## src/rtl/rv_instr_encoder_loader.sv

```systemverilog
// rv_instr_encoder_loader: packs decoded RV32I fields into 32-bit instruction
// words and writes them to consecutive instruction-memory byte addresses.
// Optional macro ENCODER_RANGE_CHECK_EN: reject requests whose immediate does
// not fit the chosen format (otherwise immediates are silently truncated).
module rv_instr_encoder_loader #(
  parameter int unsigned ADDR_W = 10,
  parameter int unsigned CNT_W  = 16
) (
  input  logic              clk,
  input  logic              rst,
  input  logic              start,
  input  logic [ADDR_W-1:0] start_addr,
  input  logic              in_valid,
  output logic              in_ready,
  input  logic              in_last,
  input  logic [2:0]        in_fmt,
  input  logic [6:0]        in_opcode,
  input  logic [2:0]        in_funct3,
  input  logic [6:0]        in_funct7,
  input  logic [4:0]        in_rd,
  input  logic [4:0]        in_rs1,
  input  logic [4:0]        in_rs2,
  input  logic [31:0]       in_imm,
  output logic              mem_we,
  output logic [ADDR_W-1:0] mem_addr,
  output logic [31:0]       mem_wdata,
  output logic              done,
  output logic              busy,
  output logic              err_flag,
  output logic [CNT_W-1:0]  word_count,
  output logic [CNT_W-1:0]  err_count
);

  localparam logic [1:0] S_IDLE = 2'd0;
  localparam logic [1:0] S_LOAD = 2'd1;
  localparam logic [1:0] S_DONE = 2'd2;

  localparam logic [2:0] FMT_R = 3'd0;
  localparam logic [2:0] FMT_I = 3'd1;
  localparam logic [2:0] FMT_S = 3'd2;
  localparam logic [2:0] FMT_B = 3'd3;
  localparam logic [2:0] FMT_U = 3'd4;
  localparam logic [2:0] FMT_J = 3'd5;

  logic [1:0]        r_state;
  logic [ADDR_W-1:0] r_addr;
  logic              r_mem_we;
  logic [ADDR_W-1:0] r_mem_addr;
  logic [31:0]       r_mem_wdata;
  logic              r_done;
  logic              r_err_flag;
  logic [CNT_W-1:0]  r_word_count;
  logic [CNT_W-1:0]  r_err_count;

  logic              w_accept;
  logic              w_fmt_ok;
  logic              w_range_ok;
  logic              w_reject;
  logic              w_start_idle;
  logic [31:0]       w_enc;

  assign in_ready     = (r_state == S_LOAD);
  assign w_accept     = in_valid & in_ready;
  assign w_start_idle = start & (r_state == S_IDLE);
  assign w_reject     = ~w_fmt_ok | ~w_range_ok;

  assign mem_we     = r_mem_we;
  assign mem_addr   = r_mem_addr;
  assign mem_wdata  = r_mem_wdata;
  assign done       = r_done;
  assign busy       = (r_state == S_LOAD);
  assign err_flag   = r_err_flag;
  assign word_count = r_word_count;
  assign err_count  = r_err_count;

  // Pack the request fields into the RV32I word for the selected format.
  always_comb begin
    w_enc    = '0;
    w_fmt_ok = 1'b1;
    case (in_fmt)
      FMT_R: w_enc = {in_funct7, in_rs2, in_rs1, in_funct3, in_rd, in_opcode};
      FMT_I: w_enc = {in_imm[11:0], in_rs1, in_funct3, in_rd, in_opcode};
      FMT_S: w_enc = {in_imm[11:5], in_rs2, in_rs1, in_funct3, in_imm[4:0], in_opcode};
      FMT_B: w_enc = {in_imm[12], in_imm[10:5], in_rs2, in_rs1, in_funct3,
                      in_imm[4:1], in_imm[11], in_opcode};
      FMT_U: w_enc = {in_imm[31:12], in_rd, in_opcode};
      FMT_J: w_enc = {in_imm[20], in_imm[10:1], in_imm[11], in_imm[19:12],
                      in_rd, in_opcode};
      default: w_fmt_ok = 1'b0;
    endcase
  end

`ifdef ENCODER_RANGE_CHECK_EN
  // Immediate must be a sign extension of the bits the format can hold;
  // branch/jump offsets must also be even.
  always_comb begin
    w_range_ok = 1'b1;
    case (in_fmt)
      FMT_I, FMT_S: w_range_ok = (in_imm[31:11] == '0) || (in_imm[31:11] == '1);
      FMT_B:        w_range_ok = ((in_imm[31:12] == '0) || (in_imm[31:12] == '1))
                                 && !in_imm[0];
      FMT_J:        w_range_ok = ((in_imm[31:20] == '0) || (in_imm[31:20] == '1))
                                 && !in_imm[0];
      FMT_U:        w_range_ok = (in_imm[11:0] == '0);
      default:      w_range_ok = 1'b1;
    endcase
  end
`else
  // Without range checking every immediate is accepted and truncated.
  always_comb begin
    w_range_ok = 1'b1;
  end
`endif

  // Control FSM: IDLE -> LOAD on start, LOAD -> DONE on last accept, DONE -> IDLE.
  always_ff @(posedge clk or posedge rst) begin
    if (rst) begin
      r_state <= S_IDLE;
    end else begin
      case (r_state)
        S_IDLE:  if (start) r_state <= S_LOAD;
        S_LOAD:  if (w_accept && in_last) r_state <= S_DONE;
        S_DONE:  r_state <= S_IDLE;
        default: r_state <= S_IDLE;
      endcase
    end
  end

  // Write port and address pointer; rejected requests leave the pointer alone.
  always_ff @(posedge clk or posedge rst) begin
    if (rst) begin
      r_addr      <= '0;
      r_mem_we    <= 1'b0;
      r_mem_addr  <= '0;
      r_mem_wdata <= '0;
    end else begin
      r_mem_we <= 1'b0;
      if (w_start_idle) begin
        r_addr <= {start_addr[ADDR_W-1:2], 2'b00};
      end else if (w_accept && !w_reject) begin
        r_mem_we    <= 1'b1;
        r_mem_addr  <= r_addr;
        r_mem_wdata <= w_enc;
        r_addr      <= r_addr + ADDR_W'(4);
      end
    end
  end

  // End-of-program pulse, reported alongside the final write or rejection.
  always_ff @(posedge clk or posedge rst) begin
    if (rst) begin
      r_done <= 1'b0;
    end else begin
      r_done <= w_accept & in_last;
    end
  end

  // Saturating word/error counters and sticky error flag, cleared by start.
  always_ff @(posedge clk or posedge rst) begin
    if (rst) begin
      r_word_count <= '0;
      r_err_count  <= '0;
      r_err_flag   <= 1'b0;
    end else if (w_start_idle) begin
      r_word_count <= '0;
      r_err_count  <= '0;
      r_err_flag   <= 1'b0;
    end else if (w_accept) begin
      if (w_reject) begin
        r_err_flag <= 1'b1;
        if (r_err_count != '1) r_err_count <= r_err_count + CNT_W'(1);
      end else begin
        if (r_word_count != '1) r_word_count <= r_word_count + CNT_W'(1);
      end
    end
  end

endmodule
```

## config.mk

```make
export PLATFORM = sky130hd
export DESIGN_NAME = rv_instr_encoder_loader
export DESIGN_NICKNAME = d
export VERILOG_FILES = /design/src/rtl/rv_instr_encoder_loader.sv
export SDC_FILE = /design/constraint.sdc
export NUM_CORES = 1
export LEC_CHECK = 0
export ABC_AREA = 1
export CAP_MARGIN = 20
export CELL_PAD_IN_SITES_DETAIL_PLACEMENT = 0
export CELL_PAD_IN_SITES_GLOBAL_PLACEMENT = 1
export CORE_MARGIN = 2
export CORE_UTILIZATION = 29
export DETAILED_ROUTE_END_ITERATION = 6
export GPL_ROUTABILITY_DRIVEN = 0
export PLACE_DENSITY_LB_ADDON = 0.1
export SYNTH_ARGS = -nofsm -noshare
export SYNTH_HDL_FRONTEND = slang
export SYNTH_SLANG_ARGS = --single-unit
```

## constraint.sdc

```tcl
create_clock -name clk -period 2.61 [get_ports clk]
set_input_delay 0.3915 -clock clk [delete_from_list [all_inputs] [get_ports clk]]
set_output_delay 0.3915 -clock clk [all_outputs]
set_load 0.03 [all_outputs]
```

Word-level counts from Yosys, hierarchy flattened
Cells that the tools add are included.

cells by class
  add/subtract/negate cells = 3
  eq/ne operators = 11
  multiplexer cells = 20
  bitwise operators = 4
  reductions and logical operators = 15

operators with widths
  operator                                                count
  one-hot mux 32 bit (6 select lines)                     1
  2-to-1 mux 16 bit                                       8
  adder 16 x 1 -> 16 bit (second input constant)          2
  inequality test 16 bit (second input constant)          2
  2-to-1 mux 10 bit                                       2
  adder 10 x 3 -> 10 bit (second input constant)          1
  nonzero test 2 bit                                      5
  equality test 3 x 2 -> 1 bit (second input constant)    2
  equality test 3 bit (second input constant)             2
  2-to-1 mux 1 bit                                        6
  AND reduction 2 bit                                     3
  AND reduction 3 bit                                     2
  OR reduction 6 bit                                      1
  2-to-1 mux 2 bit                                        2
  inequality test 2 x 1 -> 1 bit (second input constant)  2
  one-hot mux 2 bit (2 select lines)                      1
  bitwise AND 1 bit                                       3
  equality test 3 x 1 -> 1 bit (second input constant)    1
  logical NOT 3 bit                                       1
  equality test 2 x 1 -> 1 bit (second input constant)    1
  logical AND 1 bit                                       2
  logical NOT 2 bit                                       1
  inequality test 2 bit (second input constant)           1
  NOT 1 bit                                               1

word-level totals
  bits in registers = 89
  input port bits = 82
  output and inout port bits = 79
  word-level logic and storage cells = 62

Depth between registers and ports, before layout
Gate-level depths: netlist (run 1).

  depth after elaboration = 6
  depth in mapped cells = 10
  mapped depth without buffers = 10

Worst setup path after synthesis (run 1)
No wires, ideal clock.

  kind = reg2reg
  from = reg r_word_count[0] (netlist: word_count[0])
  to = reg r_word_count[4] (netlist: word_count[4])
  setup time = 0.074 ns
  arrival time = 1.614 ns
  required time = 2.536 ns
  slack = 0.922 ns
  cell stages (with the launch flop) = 11
  buffers on the path = 1
  period minus slack after synthesis = 1.688 ns
  cell sequence = dfrtp_1 ha_1 nand2_1 nor2_4 nand2_2 nor2_4 nand2_2 nand3_2 buf_6 nand2_1 o21ai_2

between the ends
  longest elaborated chain between the ends = 5
  elaborated cells between the ends (all ways) = 8
  those cells by class = 1 x add/sub; 1 x eq/ne; 4 x mux; 2 x reduce/logical

ends and longest elaborated chain
  what                    RTL line  text
  start, declared         52        logic [CNT_W-1:0] r_word_count;
  start signal, assigned  173       if (r_word_count != '1) r_word_count <= r_word_count + CNT_W'(1);
  adder 16 x 1 -> 16 bit  173
  2-to-1 mux 16 bit       173
  2-to-1 mux 16 bit       169       if (w_reject) begin
  2-to-1 mux 16 bit       168       end else if (w_accept) begin
  2-to-1 mux 16 bit       164       end else if (w_start_idle) begin

Parallel ways exist; a longest one is shown, timed or not. The select of a mux whose other input is x is not followed.
A chain may end at the register's enable or synchronous reset.

Worst setup path in the final report (run 1)
  from = reg r_state[0]
  to = out busy

between the ends
  longest elaborated chain between the ends = 1

ends and longest elaborated chain
  what                          RTL line  text
  start, declared               45        logic [1:0] r_state;
  start signal, assigned        118       r_state <= S_IDLE;
  start signal, assigned        121       S_IDLE: if (start) r_state <= S_LOAD;
  start signal, assigned        122       S_LOAD: if (w_accept && in_last) r_state <= S_DONE;
  equality test 2 x 1 -> 1 bit  71        assign busy = (r_state == S_LOAD);
  end, declared                 28        output logic busy,

No other way between the ends.

==> results of run 1 <==
==> worst min path at each step <==
| stage | start | to | depth (start not counted) |
|---|---|---|---|
| finish | rst | mem_wdata[17]$_DFFE_PP0P_ | 3 |
| global route | mem_addr[7]$_DFFE_PP0P_ | mem_addr[7]$_DFFE_PP0P_ | 2 |
| CTS | mem_addr[4]$_DFFE_PP0P_ | mem_addr[4]$_DFFE_PP0P_ | 2 |
| detailed placement | mem_addr[4]$_DFFE_PP0P_ | mem_addr[4]$_DFFE_PP0P_ | 2 |
| global placement | mem_addr[6]$_DFFE_PP0P_ | mem_addr[6]$_DFFE_PP0P_ | 2 |
| floorplan | r_state[1]$_DFFE_PP0P_ | r_state[0]$_DFFE_PP0P_ | 1 |
==> placed cells by master (no fill, tap or decap), drive strengths merged <==
cell type	instances
a21oi	13
nand3b	2
nor3b	1
a31oi	13
clkbuf	9
conb	2
clkinv	3
o21bai	5
dfrtp	85
o21a	6
nor2	87
nand4	10
nor3	2
a41oi	5
bufinv	2
inv	50
nand2	222
nand3	51
or2	3
o21ai	27
o211ai	5
xor2	3
xnor2	2
ha	3
o31ai	2
buf	12
clkdlybuf4s50	156
clkinvlp	2
==> critical path, delay by kind of cell (launching register included) <==
kind                   cells  cell delay, ns
buffers and inverters      2            0.80
AND/OR/NAND/NOR            1            0.23
flip-flops                 1            0.40
==> area by class of cell <==
cell class,count,area (um^2)
repair buffers,168,1690
fillers,1657,8960
multi-input cells,464,2160
clock buffers,9,225
well taps,216,270
flip-flops and latches,85,2130
inverters,50,189
clock inverters,7,97.6
==> synthesized netlist by cell type, types with 4 or more instances <==
library cell / n / area share
a21oi_1: 13 / 0.014
a31oi_1: 13 / 0.018
a41oi_1: 5 / 0.0095
buf_2: 10 / 0.011
buf_4: 5 / 0.0081
buf_6: 4 / 0.0097
clkbuf_1: 5 / 0.0041
dfrtp_1: 85 / 0.46
inv_1: 47 / 0.038
nand2_1: 217 / 0.18
nand2_2: 5 / 0.0068
nand3_1: 50 / 0.054
nand4_1: 10 / 0.014
nor2_1: 81 / 0.066
nor2_4: 4 / 0.0097
o211ai_1: 5 / 0.0081
o21a_1: 6 / 0.0097
o21ai_0: 9 / 0.0097
o21ai_1: 14 / 0.015
o21ai_2: 4 / 0.0076
o21bai_1: 5 / 0.0081
==> stage by stage <==
step | power (uW) | worst slack (ns) | util | instances | hold WS (ns)
after floorplan | 3820 | 0.0250 | - | 623 | 0.477
after global placement | 4980 | 0.559 | 0.409 | 983 | 0.454
after detailed placement | 5010 | 0.536 | 0.409 | 983 | 0.458
after CTS | 6470 | 0.395 | 0.430 | 999 | 0.474
after global routing | 6800 | 0.322 | 0.430 | 999 | 0.492
final | 6390 | 0.440 | 0.430 | 999 | 0.468
==> sequential cells by signal, summed over array words and instances, names as in the netlist <==
name / count
done: 1
err_count: 16
err_flag: 1
mem_addr: 8
mem_wdata: 32
mem_we: 1
r_addr: 8
r_state: 2
word_count: 16
==> power groups by stage <==
stage / Sequential, uW / Combinational (uW) / Clock (uW)
3_3_place_gp: 2090 / 2890 / 0
2_1_floorplan: 2800 / 1020 / 0
4_1_cts: 2090 / 2920 / 1470
6_report: 2090 / 2870 / 1430
5_1_grt: 2160 / 3130 / 1510
3_5_place_dp: 2110 / 2910 / 0
==> layer usage <==
| metal | track usage | vias to the layer above | part of all wire |
|---|---|---|---|
| met5 | 0 | - | 0 |
| met4 | 0.0778 | 0 | 0.027 |
| met3 | 0.0410 | 23 | 0.051 |
| met2 | 0.273 | 103 | 0.47 |
| met1 | 0.210 | 2082 | 0.46 |
| li1 | - | 2311 | - |
==> cells by family after synthesis <==
| family | synth area share |
|---|---|
| other | 0.000812 |
| AOI/OAI and AO/OA | 0.103 |
| and+or+nand+nor | 0.345 |
| buffers and inverters | 0.0734 |
| adders and majority gates | 0.00812 |
| xor gates and xnor gates | 0.00948 |
| DFF | 0.460 |
==> results.sh, run 1 <==
export IMPL_slowest_stage="clkdlybuf4s50_1"
export IMPL_status="finished clean"
export IMPL_grt_pass1_vias=4422
export IMPL_cts_hold_buf=0
export IMPL_ys_types=34
export IMPL_nNetsFinal=863
export IMPL_tritoncts="built"
export IMPL_fmax_mhz=461
export IMPL_synthArstFlopShare=1.00
export IMPL_start_util=0.294
export IMPL_timing_rr_end="err_count[4]$_DFFE_PP0P_"
export IMPL_p_clk_frac=0.224
export IMPL_hold_viol=0
export IMPL_worstPathRequired_ns=2.22
export IMPL_antenna_found_initial=0
export IMPL_drt_wl_total_um=13500
export IMPL_dieArea_um2=17000
export IMPL_p_switching_uw=2600
export IMPL_grt_usage=0.168
export IMPL_rsz0062_at_grt="false"
export IMPL_io_buffers=156
export IMPL_power_leakage_uw=0.00296
export IMPL_detail_route_antenna_nets=0
export IMPL_die_h_um=130
export IMPL_max_stage_delay_ns=0.73
export IMPL_grt_first_pass_wirelength_um=22200
export IMPL_hold_class="in2async"
export IMPL_cp_start_kind="flip-flop"
export IMPL_clk_pin_slew_ns=0.07
export IMPL_crit_path_end="busy"
export IMPL_crit_path_end_kind="output pin"
export IMPL_finalSetupTns_ns=0
export IMPL_h_tree_depth=3
export IMPL_antenna_cells=0
export IMPL_power_share_combinational=0.449
export IMPL_seqPwrFrac=0.327
export IMPL_synth_cells=622
export IMPL_post_cts_setup_buffers=0
export IMPL_die_w_um=130
export IMPL_cts_buffers=9
export IMPL_clockRootBuffer="clkbuf_16"
export IMPL_timing_rr_start="err_count[1]$_DFFE_PP0P_"
export IMPL_post_drt_wl_per_cell_um=13.5
export IMPL_synth_seq_cells=85
export IMPL_clk_latency_ns=0.35
export IMPL_final_area_um2=6760
export IMPL_power_density_nw_per_um2=945
export IMPL_core_um2=15700
export IMPL_setup_viol=0
export IMPL_drtIter0Drc=196
export IMPL_postPlaceCellArea_um2=6430
export IMPL_dr_pass1_iters=4
export IMPL_reg2reg_setup_slack_ns=0.85
export IMPL_finalCriticalPeriod_ns=2.17
export IMPL_post_cts_resized=0
export IMPL_avgSynthCellArea_um2=7.43
export IMPL_synth_edf_count=0
export IMPL_ir_worst_vdd_mv=0.437
export IMPL_skew_ns=0.0115
export IMPL_grt_max_degree=86
export IMPL_drc_errors=0
export IMPL_maxCapViolations=0
export IMPL_vias_per_cell=4.52
export IMPL_vias=4519
export IMPL_drv_slew=0
export IMPL_io_pins=161
export IMPL_finalCritPeriodShare=0.831
export IMPL_crit_path_max_fanout=3
export IMPL_synthToLayoutAreaGrowth_pct=46.2
export IMPL_layout_drive_gt1_share=0.0664
export IMPL_crit_path_start="r_state[0]$_DFFE_PP0P_"
export IMPL_dp_hpwl_um=9840
export IMPL_synth_flop_cell="dfrtp_1"
export IMPL_clockBufferDepth=2
export IMPL_clock_sinks=85
export IMPL_intPower_uw=3790
export IMPL_netlist_area_um2=4620
export IMPL_rows=46
export IMPL_arrival_ns=1.78
export IMPL_reg2reg_depth=8
export IMPL_swShare=0.407
export IMPL_yosysSeqAreaShare=0.460
export IMPL_path_cells="inv_1 -> nor2_1 -> clkdlybuf4s50_1"
export IMPL_critPathKind="reg2out"
export IMPL_grt_overflow_total=0
export IMPL_synth_warnings=0
(Power assumes the default switching activity.)
==> inputs of run 2 (changes only) <==
Settings changed: CORE_UTILIZATION 29 to 30.
Clock period 2.61 ns to 2.25 ns, I/O delays scaled along.
==> results.sh, run 2 (synthesized netlist as in run 1, its figures left out) <==
export IMPL_status="finished clean"
export IMPL_grt_usage=0.171
export IMPL_crit_path_end_kind="output pin"
export IMPL_finalCriticalPeriod_ns=2.11
export IMPL_clk_latency_ns=0.34
export IMPL_largest_reg_flops=32
export IMPL_post_drt_wl_per_cell_um=13.8
export IMPL_drtIter0Drc=208
export IMPL_cp_start_kind="flip-flop"
export IMPL_core_um2=15100
export IMPL_drv_slew=0
export IMPL_cts_buffers=9
export IMPL_clockRootBuffer="clkbuf_16"
export IMPL_p_total_uw=7410
export IMPL_critPathKind="reg2out"
export IMPL_ir_worst_vdd_mv=0.523
export IMPL_maxCapViolations=0
export IMPL_grt_first_pass_wirelength_um=22100
export IMPL_die_w_um=128
export IMPL_synthToLayoutAreaGrowth_pct=46.1
export IMPL_skew_ns=0.00854
export IMPL_crit_family="buffers and inverters"
export IMPL_finalSetupTns_ns=0
export IMPL_clock_sinks=85
export IMPL_layout_common_cells="217 x nand2_1, 156 x clkdlybuf4s50_1, 85 x dfrtp_1, 81 x nor2_1, 50 x nand3_1"
export IMPL_arrival_ns=1.78
export IMPL_start_util=0.305
export IMPL_grt_pass1_vias=4436
export IMPL_seqPwrFrac=0.327
export IMPL_layout_drive_gt1_share=0.0674
export IMPL_crit_path_max_fanout=3
export IMPL_p_clk_frac=0.223
export IMPL_io_buffers=156
export IMPL_slowest_stage="clkdlybuf4s50_1"
export IMPL_final_common_cell="nand2_1"
export IMPL_h_tree_depth=3
export IMPL_swShare=0.398
export IMPL_multiInputGateArea_um2=2160
export IMPL_post_cts_resized=0
export IMPL_power_share_combinational=0.449
export IMPL_setup_viol=0
export IMPL_hold_viol=0
export IMPL_max_slew_worst_pin_slew_ns=0.526
export IMPL_path_cells="inv_1 -> nor2_1 -> clkdlybuf4s50_1"
export IMPL_finalCritPeriodShare=0.940
export IMPL_fillers=1556
export IMPL_tritoncts="built"
export IMPL_clk_pin_slew_ns=0.06
export IMPL_nNetsFinal=866
export IMPL_post_cts_setup_buffers=0
export IMPL_max_stage_delay_ns=0.73
export IMPL_critPathBufInv=2
export IMPL_worstPathRequired_ns=1.91
export IMPL_io_pins=161
export IMPL_rsz0062_at_grt="false"
export IMPL_hold_class="reg2reg"
export IMPL_dp_hpwl_um=9800
export IMPL_detail_route_antenna_nets=0
export IMPL_drc_errors=0
export IMPL_rows=45
export IMPL_drt_wl_total_um=13400
export IMPL_hold_worst_slack_ns=0.469
export IMPL_intPower_uw=4460
export IMPL_dieArea_um2=16400
export IMPL_fmax_mhz=473
export IMPL_power_leakage_uw=0.00297
export IMPL_p_switching_uw=2950
export IMPL_die_h_um=128
export IMPL_dr_pass1_iters=4
export IMPL_vias=4506
export IMPL_grt_overflow_total=0
export IMPL_regArea_um2=2130
export IMPL_clockBufferDepth=2
export IMPL_relSlewSlack=0.648
export IMPL_grt_max_degree=86
export IMPL_power_density_nw_per_um2=1100
export IMPL_antenna_cells=0
export IMPL_vias_per_cell=4.63
export IMPL_antenna_found_initial=0
export IMPL_cts_hold_buf=0
run 2: changes by cell type in the layout (fill, tap and decap cells not counted), sizes merged:
cell and delta:
clkinv -3, inv -1, buf +3, clkbuf +4
run 2: worst register-to-register path, delay by kind of cell, from the launching register on:
kind / cells / cell delay [ns]
buffers and inverters: 1 / 0.12
adders and majority gates: 1 / 0.21
DFF: 1 / 0.43
and+or+nand+nor: 6 / 1.01
run 2: path summary, 6_finish.rpt:
path	from	endpoint	slack (ns)	depth (start not counted)
worst max-delay path	r_state[0]$_DFFE_PP0P_	busy	0.14	3
worst min-delay path	mem_wdata[1]$_DFFE_PP0P_	mem_wdata[1]$_DFFE_PP0P_	0.47	2
worst max register to register	err_count[1]$_DFFE_PP0P_	err_count[13]$_DFFE_PP0P_	0.36	8
worst min register to register	mem_wdata[1]$_DFFE_PP0P_	mem_wdata[1]$_DFFE_PP0P_	0.47	2
max in group asynchronous	rst	err_count[9]$_DFFE_PP0P_	1.35	3
min in group asynchronous	rst	mem_wdata[4]$_DFFE_PP0P_	0.53	3
run 2: per-stage QoR:
stage	area (um^2)	std cells	util	worst slack [ns]
floorplan	4630	623	-	0.562
finish	6750	974	0.446	0.136
global placement	6420	958	0.424	0.282
CTS	6750	974	0.446	0.0934
global route	6750	974	0.446	0.0455
detailed placement	6420	958	0.424	0.273
run 2: final cells by class:
class                   instances  share of cell area
inverters                      50              0.0284
clock inverters                 3              0.0100
multi-input cells             464               0.320
flip-flops and latches         85               0.315
clock buffers                  13              0.0385
repair buffers                171               0.254
well taps                     188              0.0348
run 2: power groups by stage:
stage	combinational, uW	sequential [uW]	clock, uW
2_1_floorplan	1190	3240	0
3_3_place_gp	3350	2420	0
3_5_place_dp	3370	2450	0
4_1_cts	3390	2430	1720
5_1_grt	3620	2500	1780
6_report	3330	2420	1660
run 2: metal layers:
layer	global-route usage	routed length [um]	vias to the layer above	part of all wire
li1	-	-	2326	-
met1	0.214	6010	2044	0.45
met2	0.282	6310	119	0.47
met3	0.0451	834	17	0.062
met4	0.0659	256	0	0.019
met5	0	0	-	0
